===== src/rtl/team_06_i2s_rx.sv =====
// I2S receiver: oversamples the mic pins in the clk domain and deserialises one
// channel slot into an 8-bit offset-binary sample with a one-clk finished strobe.
module team_06_i2s_rx #(
  parameter int DATA_BITS = 24,
  parameter bit CHANNEL   = 1'b0
) (
  input  logic       clk,
  input  logic       rst,
  input  logic       i2s_sck,
  input  logic       i2s_ws,
  input  logic       i2s_sd,
  input  logic       en,
  output logic [7:0] sample_out,
  output logic       finished,
  output logic       frame_err
);

  typedef enum logic [1:0] {
    S_IDLE  = 2'd0,
    S_SHIFT = 2'd1,
    S_WAIT  = 2'd2
  } state_t;

  localparam int            CW       = 6;
  localparam logic [CW-1:0] LAST_IDX = CW'(DATA_BITS - 1);

  // Pin bundles are ordered {sck, ws, sd}
  logic [2:0]           r_meta;
  logic [2:0]           r_sync;
  logic                 r_sck_prev;
  logic                 r_ws_prev;
  state_t               r_state;
  state_t               w_state;
  logic [CW-1:0]        r_cnt;
  logic [CW-1:0]        w_cnt;
  logic [DATA_BITS-1:0] r_shift;
  logic [DATA_BITS-1:0] w_shift;
  logic                 r_pend;
  logic                 w_pend;
  logic                 w_fin;
  logic                 w_ferr;
  logic [7:0]           w_sample;
  logic                 w_tick;
  logic                 w_ws_edge;

  function automatic logic [7:0] to_offset(input logic [DATA_BITS-1:0] word);
    logic [7:0] top;
    top = word[DATA_BITS-1 -: 8];
    return {~top[7], top[6:0]};
  endfunction

  // Two-flop synchronisers, sck edge history and ws value from the previous tick
  always_ff @(posedge clk or posedge rst) begin
    if (rst) begin
      r_meta     <= 3'b000;
      r_sync     <= 3'b000;
      r_sck_prev <= 1'b0;
      r_ws_prev  <= 1'b0;
    end else begin
      r_meta     <= {i2s_sck, i2s_ws, i2s_sd};
      r_sync     <= r_meta;
      r_sck_prev <= r_sync[2];
      if (w_tick) begin
        r_ws_prev <= r_sync[1];
      end
    end
  end

  assign w_tick    = r_sync[2] & ~r_sck_prev;
  assign w_ws_edge = w_tick & (r_sync[1] ^ r_ws_prev);

  // Next-state and output logic; a captured word is published one clk after its last bit
  always_comb begin
    w_state  = r_state;
    w_cnt    = r_cnt;
    w_shift  = r_shift;
    w_pend   = 1'b0;
    w_fin    = 1'b0;
    w_ferr   = 1'b0;
    w_sample = sample_out;
    if (!en) begin
      w_state = S_IDLE;
      w_cnt   = {CW{1'b0}};
    end else begin
      if (r_pend) begin
        w_fin    = 1'b1;
        w_sample = to_offset(r_shift);
      end else begin
        w_fin = 1'b0;
      end
      case (r_state)
        S_IDLE, S_WAIT: begin
          if (w_ws_edge && (r_sync[1] == CHANNEL)) begin
            w_state = S_SHIFT;
            w_cnt   = {CW{1'b0}};
          end else begin
            w_state = r_state;
          end
        end
        S_SHIFT: begin
          if (w_ws_edge) begin
            w_ferr  = 1'b1;
            w_state = S_WAIT;
          end else if (w_tick) begin
            w_shift = {r_shift[DATA_BITS-2:0], r_sync[0]};
            w_cnt   = r_cnt + 6'd1;
            if (r_cnt == LAST_IDX) begin
              w_pend  = 1'b1;
              w_state = S_WAIT;
            end else begin
              w_state = S_SHIFT;
            end
          end else begin
            w_state = S_SHIFT;
          end
        end
        default: begin
          w_state = S_IDLE;
          w_cnt   = {CW{1'b0}};
        end
      endcase
    end
  end

  // Receiver state and registered outputs
  always_ff @(posedge clk or posedge rst) begin
    if (rst) begin
      r_state    <= S_IDLE;
      r_cnt      <= {CW{1'b0}};
      r_shift    <= {DATA_BITS{1'b0}};
      r_pend     <= 1'b0;
      sample_out <= 8'd128;
      finished   <= 1'b0;
      frame_err  <= 1'b0;
    end else begin
      r_state    <= w_state;
      r_cnt      <= w_cnt;
      r_shift    <= w_shift;
      r_pend     <= w_pend;
      sample_out <= w_sample;
      finished   <= w_fin;
      frame_err  <= w_ferr;
    end
  end

endmodule

===== config.mk =====
export PLATFORM = sky130hd
export DESIGN_NAME = team_06_i2s_rx
export DESIGN_NICKNAME = d
export VERILOG_FILES = /design/src/rtl/team_06_i2s_rx.sv
export SDC_FILE = /design/constraint.sdc
export NUM_CORES = 1
export LEC_CHECK = 0
export CORE_MARGIN = 1
export CORE_UTILIZATION = 50
export DETAILED_ROUTE_END_ITERATION = 8
export PLACE_DENSITY = 0.72
export SLEW_MARGIN = 20
export SYNTH_ARGS = -nofsm -noshare
export SYNTH_HDL_FRONTEND = slang
export SYNTH_SLANG_ARGS = --single-unit

===== constraint.sdc =====
create_clock -name clk -period 2.1 [get_ports clk]
set_clock_uncertainty 0.1 [all_clocks]
set_input_delay 0.315 -clock clk [delete_from_list [all_inputs] [get_ports clk]]
set_output_delay 0.315 -clock clk [all_outputs]
set_load 0.1 [all_outputs]

==> results of run 1 <==
-- through the flow --
stage / hold slack [ns] / utilization
finish: 0.208 / 0.612
floorplan: 0.231 / -
detailed placement: 0.235 / 0.588
global placement: 0.233 / 0.588
CTS: 0.222 / 0.612
global route: 0.241 / 0.612
-- worst max-delay path: cells and delay by family (launching register included) --
| family | cells | cell delay [ns] |
|---|---|---|
| AO/OA/AOI/OAI | 2 | 0.63 |
| flip-flops | 1 | 0.38 |
| AND/OR/NAND/NOR | 2 | 0.40 |
-- kinds of logic (layout without fill, tap and decap cells) --
logic type / count (synthesis) / in the layout / share of synthesized area
muxes: 9 / 9 / 0.0501
adders and majority gates: 1 / 1 / 0.00626
xor gates and xnor gates: 1 / 1 / 0.00814
AOI/OAI and AO/OA: 12 / 12 / 0.0488
buffers and inverters: 10 / 31 / 0.0332
DFF: 51 / 51 / 0.639
and+or+nand+nor: 103 / 103 / 0.214
-- sequential cells by signal, indices dropped and copies added (netlist names), 2 cells and up --
signal      count
r_cnt           6
r_sync          3
r_meta          3
sample_out      8
r_shift        24
r_state         2
-- routing by layer --
layer / track usage / routed length (um) / vias up
li1: - / - / 639
met1: 0.216 / 1520 / 623
met2: 0.245 / 1390 / 18
met3: 0.0417 / 91 / 5
met4: 0.0734 / 46 / 0
met5: 0 / 0 / -
-- cells in the mapped netlist --
| cell | number |
|---|---|
| nand2_1 | 84 |
| dfrtp_1 | 50 |
| mux2_2 | 8 |
| nor2_1 | 5 |
| inv_1 | 4 |
| buf_6 | 3 |
| nand3_1 | 3 |
| o21ai_0 | 3 |
| buf_2 | 2 |
| nand3b_1 | 2 |
| nor3_1 | 2 |
| o22a_1 | 2 |
| a21oi_1 | 1 |
| a21oi_2 | 1 |
| a221o_1 | 1 |
| a32o_1 | 1 |
| and2b_1 | 1 |
| and2b_2 | 1 |
| and3_1 | 1 |
| and3b_1 | 1 |
| buf_4 | 1 |
| dfstp_2 | 1 |
| ha_1 | 1 |
| mux2i_1 | 1 |
| nand2b_1 | 1 |
| nand3_2 | 1 |
| nand4_1 | 1 |
| o2111a_2 | 1 |
| o21ba_1 | 1 |
| o32ai_1 | 1 |
| xnor2_2 | 1 |
-- where the power goes --
group	switching (uW)	total (uW)	internal (uW)
Clock	295	561	266
Combinational	38.2	63.8	25.6
Sequential	8.33	1000	993
Total	342	1630	1280
-- worst paths after layout --
check,cells after the start,end,start
setup reg to reg,4,r_cnt[5],r_sck_prev
hold reg to reg,0,r_sync[2],r_meta[2]
max in group asynchronous,3,sample_out[7],rst
setup / recovery,4,r_cnt[5],r_sck_prev
min in group clk,0,r_sync[2],r_meta[2]
hold / removal,2,frame_err,rst
-- area by class of cell --
cell class / instances / share of cell area
tap: 48 / 0.0262
clock inverter: 1 / 0.00218
sequential: 51 / 0.558
clock buffer: 7 / 0.0377
inverter: 4 / 0.00655
timing repair buffer: 19 / 0.0841
multi-input combinational: 126 / 0.286
==> summary.md, run 1 <==
| Metric | Value |
|---|---|
| Outcome | finished clean |
| Post-CTS Setup Bufs | 0 |
| Final #Nets | ~210 |
| Commonest non-fill, non-tap cell in the layout | nand2_1 |
| Core Area | between 0.003 and 0.004 mm^2 |
| Post-CTS sizing | 0 |
| Via count | 1285 |
| Slew @ Worst Pin | 0.394 ns |
| Cell taking the most area after synthesis | dfrtp_1 |
| Root Buffer | clkbuf_8 |
| WP data required | around 2.2 ns |
| Max cap viols | 0 |
| Clock sinks | between 50 and 60 |
| Syn_area_per_cell | between 10 and 15 um^2 |
| Final Hold Violating Endpoints | 0 |
| Largest net degree at the start of global routing | 36 |
| Critical-path maximum fanout | 6 |
| Min cycle time layout | 1.61 ns |
| Setup TNS Final | 0 ns |
| TritonCTS clock tree | built |
| Top-area cell type share of the netlist area | 0.626 |
| Achievable clock frequency | about 620 MHz |
| Clock Tree Buf Depth | 2 |
| Share of cells above drive strength 1 | 0.173 |
| Post-Place Cells | 248 |
| Distinct cell type count after synthesis | 31 |
| Synth area leaders | dfrtp_1 (63%), nand2_1 (16%), mux2_2 (4.5%) |
| CP Cell Sequence | and2b_2, nand3b_1, o2111a_2, a221o_1 |
| CTS buffer count | 5 |
| Full die area | ~0.0043 mm^2 |
| Arr. time, crit path | ~1.7 ns |
| DRC marker count from the first detailed-route iteration | between 100 and 150 |
| Die Y | 65.2 um |
| Register area share after synthesis | 0.639 |
| DP Worst Slack | a little under 0.2 ns |
| Die X-Extent | approximately 65 um |
| Most frequent cells in the layout | nand2_1 (84), dfrtp_1 (50), buf_4 (11) |
| Ys Warns | 0 |
| Router iterations before antenna repair | 4 |
| CTS Hold Bufs | 0 |
| Setup slack, reg-to-reg | 0.49 ns |
| Final ANT Viol Nets | 0 |
| Io pins | 16 |
| Power Density | just over 700 mW/mm^2 |
| First-pass GRT wire length | 5.06 mm |
| RSZ-0062 raised after global routing | false |
| Final Wtd Congestion | about 0.89 |
| Critical-path top delay cell | dfrtp_1 |
| Peak supply drop | 0.397 mV |
| Non-filler cells, final | ~260 |
| Post-DP Area | approximately 0.0022 mm^2 |
| Total power | around 1600 uW |
| Drt wl/cell | between 10 and 15 um |
| Worst hold path type | primary input to async pin |
| Ant diodes | 0 |
| H-tree depth | 2 |
| CP Launch Type | flop |
| Remaining DRCs | 0 |
| Crit path largest cell delay | roughly 0.38 ns |
| Multi-input logic area | around 650 um^2 |
| Area delta synth->final | 14.7% |
| Cell count after synthesis | 187 |
| Crit end category | flop |
| Total congestion overflow | 0 |
| Clock Latency Late Sink | roughly 0.30 ns |
| Tot GR Track Use | 0.161 |
| Worst setup margin | a little under 0.5 ns |
| Clock transition at path regs | 0.08 ns |
| Pleak | 0.00120 uW |
| Post-DP HPWL | between 2 and 2.5 mm |
| Max-slew headroom at the worst pin | 0.737 |
| Fin crit share | 0.768 |
| Vias in the first global route | between 1000 and 1500 |
| Starting Density | 0.534 |
| Setup CP Type | flop to flop |
| Final WL | 3.04 mm |
| Std cell rows | 22 |
| Seq cells post-synth | between 50 and 60 |
| Port bufs | 15 |
| Register Area | ~0.0013 mm^2 |
| Antenna violations before repair | 0 |
| Syn Std Cell Area | between 0.0015 and 0.002 mm^2 |
| Finished Cell Area | ~0.0023 mm^2 |
| Synthesized net count | around 190 |
| Setup-failing EPs final | 0 |
| Filler Cell Count | between 300 and 400 |
| Slew Viols, Final | 0 |
| Via density | between 5 and 6 |
Note: power is estimated with default switching activity, not from simulation.
==> inputs of run 2 (changes only) <==
==> constraint.sdc (replaced) <==
create_clock -name clk -period 1.7 [get_ports clk]
set_clock_uncertainty 0.1 [all_clocks]
set_input_delay 0.255 -clock clk [delete_from_list [all_inputs] [get_ports clk]]
set_output_delay 0.255 -clock clk [all_outputs]
set_load 0.1 [all_outputs]
==> run 2 against run 1 <==
Clock-buffer cell count down 1. Worst hold slack worse by 0.011 ns. Largest power group unchanged. Global-route usage up 2.9 points. Sequential cell count unchanged. Core utilization up 4.4 points. Die area unchanged. Sequential share of layout area down 3.8 points. Sequential power up 24%. Wire length up 11%.
==> summary.md, run 2 (synthesized netlist as in run 1, its figures left out) <==
| Metric | Value |
|---|---|
| Crit end category | flop (unchanged) |
| DRC marker count from the first detailed-route iteration | 111 (was 143) |
| Met3 Usage GRT | 0.0573 (was 0.0417) |
| Clock sinks | 51 (unchanged) |
| Remaining DRCs | 0 (unchanged) |
| Post-DP Area | 0.00234 mm^2 (was 0.00220 mm^2) |
| Critical-path maximum fanout | 6 (unchanged) |
| Critical-path top delay cell | dfrtp_1 (unchanged) |
| H-tree depth | 2 (unchanged) |
| Post-DP HPWL | 2.30 mm (was 2.03 mm) |
| Port bufs | 15 (unchanged) |
| Min cycle time layout | 1.63 ns (was 1.61 ns) |
| P_int | 1740 uW (was 1290 uW) |
| Max cap viols | 0 (unchanged) |
| Clock Tree Buf Depth | 2 (unchanged) |
| Io pins | 16 (unchanged) |
| Clock Latency Late Sink | 0.30 ns (about the same) |
| Antenna violations before repair | 0 (unchanged) |
| Achievable clock frequency | 612 MHz (was 620 MHz) |
| Finished Cell Area | 0.00246 mm^2 (was 0.00229 mm^2) |
| Final ANT Viol Nets | 0 (unchanged) |
| Post-CTS Setup Bufs | 0 (unchanged) |
| Slew Viols, Final | 0 (unchanged) |
| Fin crit share | 0.961 (was 0.768) |
| Die X-Extent | 65.2 um (unchanged) |
| WP data required | 1.80 ns (was 2.19 ns) |
| Crit path largest cell delay | 0.38 ns (about the same) |
| Switching power | 440 uW (was 342 uW) |
| Post-CTS sizing | 0 (unchanged) |
| Busiest metal layer after global routing | met2 (unchanged) |
| Ant diodes | 0 (unchanged) |
| CTS Hold Bufs | 0 (unchanged) |
| Arr. time, crit path | 1.73 ns (was 1.70 ns) |
| Registers with the most flip-flops | r_shift: 24 flops, sample_out: 8 flops, r_cnt: 6 flops (unchanged) |
| Switching part of the total | 0.202 (was 0.210) |
| Final Hold Violating Endpoints | 0 (unchanged) |
| Clock transition at path regs | 0.09 ns (was 0.08 ns) |
| Setup CP Type | flop to flop (unchanged) |
| Biggest register | r_shift (unchanged) |
| Most frequent cells in the layout | nand2_1 (84), dfrtp_1 (50), buf_12 (13) (was nand2_1 (84), dfrtp_1 (50), buf_4 (11)) |
| Total congestion overflow | 0 (unchanged) |
| RSZ-0062 raised after global routing | false (unchanged) |
| Share of cells above drive strength 1 | 0.186 (was 0.173) |
| Logic pwr share | 0.037 (was 0.039) |
| Clock share of power | 0.394 (was 0.345) |
| Final Wtd Congestion | 0.786 (was 0.885) |
| Largest delay contributor family on the critical path | compound AO/OA/AOI/OAI gates (unchanged) |
| Final #Nets | 216 (was 214) |
| CTS buffer count | 5 (unchanged) |
| Power Density | 886 mW/mm^2 (was 710 mW/mm^2) |
| Total power | 2180 uW (was 1630 uW) |
| Via density | 5.14 (was 5.02) |
| CP Launch Type | flop (unchanged) |
| Via count | 1326 (was 1285) |
| Std cell rows | 22 (unchanged) |
| Slew @ Worst Pin | 0.387 ns (was 0.394 ns) |
| Full die area | 0.00425 mm^2 (unchanged) |
| Max reg flops | 24 (unchanged) |
| Final WL | 3.39 mm (was 3.04 mm) |
| CP bufs+invs | 0 (unchanged) |
| Area delta synth->final | 23.0% (was 14.7%) |
| Root Buffer | clkbuf_8 (unchanged) |
| M1 GR Usage | 0.246 (was 0.216) |
| Worst hold path type | primary input to async pin (unchanged) |
| Pleak | 0.00126 uW (was 0.00120 uW) |
| Setup-failing EPs final | 0 (unchanged) |
| Outcome | finished clean (unchanged) |
| TritonCTS clock tree | built (unchanged) |
| Starting Density | 0.534 (unchanged) |
| CP Cell Sequence | and2b_2, nand3b_1, o2111a_2, a221o_1 (unchanged) |
| Router iterations before antenna repair | 6 (was 4) |
| Tot GR Track Use | 0.189 (was 0.161) |
| Max-slew headroom at the worst pin | 0.742 (was 0.737) |
| Vias in the first global route | 1319 (was 1135) |
| Met2 Use GR | 0.309 (was 0.245) |
| Flop pwr share | 0.569 (was 0.616) |
| Largest net degree at the start of global routing | 52 (was 36) |
| First-pass GRT wire length | 6.01 mm (was 5.06 mm) |
| Peak supply drop | 0.690 mV (was 0.397 mV) |
| Core Area | 0.00374 mm^2 (unchanged) |
| Commonest non-fill, non-tap cell in the layout | nand2_1 (unchanged) |
| Drt wl/cell | 13.1 um (was 11.9 um) |
| Die Y | 65.2 um (unchanged) |
-- run 2: changes by cell type in the layout (fill, tap and decap cells not counted) --
cell	delta
buf_12	+10
buf_4	-8
bufinv_16	+1
clkbuf_1	-1
-- run 2: worst min-delay path: cells and delay by family --
family / cells / cell delay [ns]
buffers and inverters: 3 / 0.73
-- run 2: area by class of cell --
class	instances	area (um^2)
clock buffers	6	82.6
clock inverters	2	35.0
fillers	309	1290
inverters	4	15.0
multi-input cells	126	654
flip-flops and latches	51	1280
well taps	48	60.1
repair buffers	21	333
-- run 2: metrics by stage --
step           hold slack, ns  instances  utilization  worst slack [ns]  setup TNS (ns)
2_1_floorplan           0.186        187            -             0.117               0
6_report                0.197        258        0.656            0.0662               0
3_5_place_dp            0.241        250        0.625            -0.119           -2.57
4_1_cts                 0.203        258        0.656            0.0706               0
5_1_grt                 0.218        258        0.656           0.00970               0
3_3_place_gp            0.233        250        0.625           -0.0481           -1.33
-- run 2: metal layers --
metal	wire length, um	part of all wire
met1	1510	0.45
met5	0	0
met4	45	0.013
met2	1690	0.50
met3	137	0.040
-- run 2: final timing paths --
| path | end | startpoint | cells after the start | slack (ns) |
|---|---|---|---|---|
| worst max-delay path | r_cnt[5] | r_sck_prev | 4 | 0.07 |
| worst min-delay path | r_state[1] | rst | 3 | 0.20 |
| worst max register to register | r_cnt[5] | r_sck_prev | 4 | 0.07 |
| worst min register to register | r_sync[2] | r_meta[2] | 0 | 0.26 |
| max in group asynchronous | sample_out[7] | rst | 3 | 1.02 |
| min in group clk | r_sync[2] | r_meta[2] | 0 | 0.26 |
-- run 2: power groups by stage --
stage / Clock (uW) / Sequential, uW / Combinational, uW
after floorplan: 0 / 1260 / 48.3
after CTS: 878 / 1240 / 83.5
after global placement: 0 / 1260 / 79.6
final: 857 / 1240 / 81.2
after detailed placement: 0 / 1260 / 82.0
after global routing: 922 / 1240 / 92.0
==> inputs of run 3 (changes only) <==
--- a/config.mk
+++ b/config.mk
@@ -13,3 +13,4 @@
 export SYNTH_ARGS = -nofsm -noshare
 export SYNTH_HDL_FRONTEND = slang
 export SYNTH_SLANG_ARGS = --single-unit
+export TNS_END_PERCENT = 5
==> results of run 3 <==
The final DEF is identical to that of run 2; final timing and power are the same.
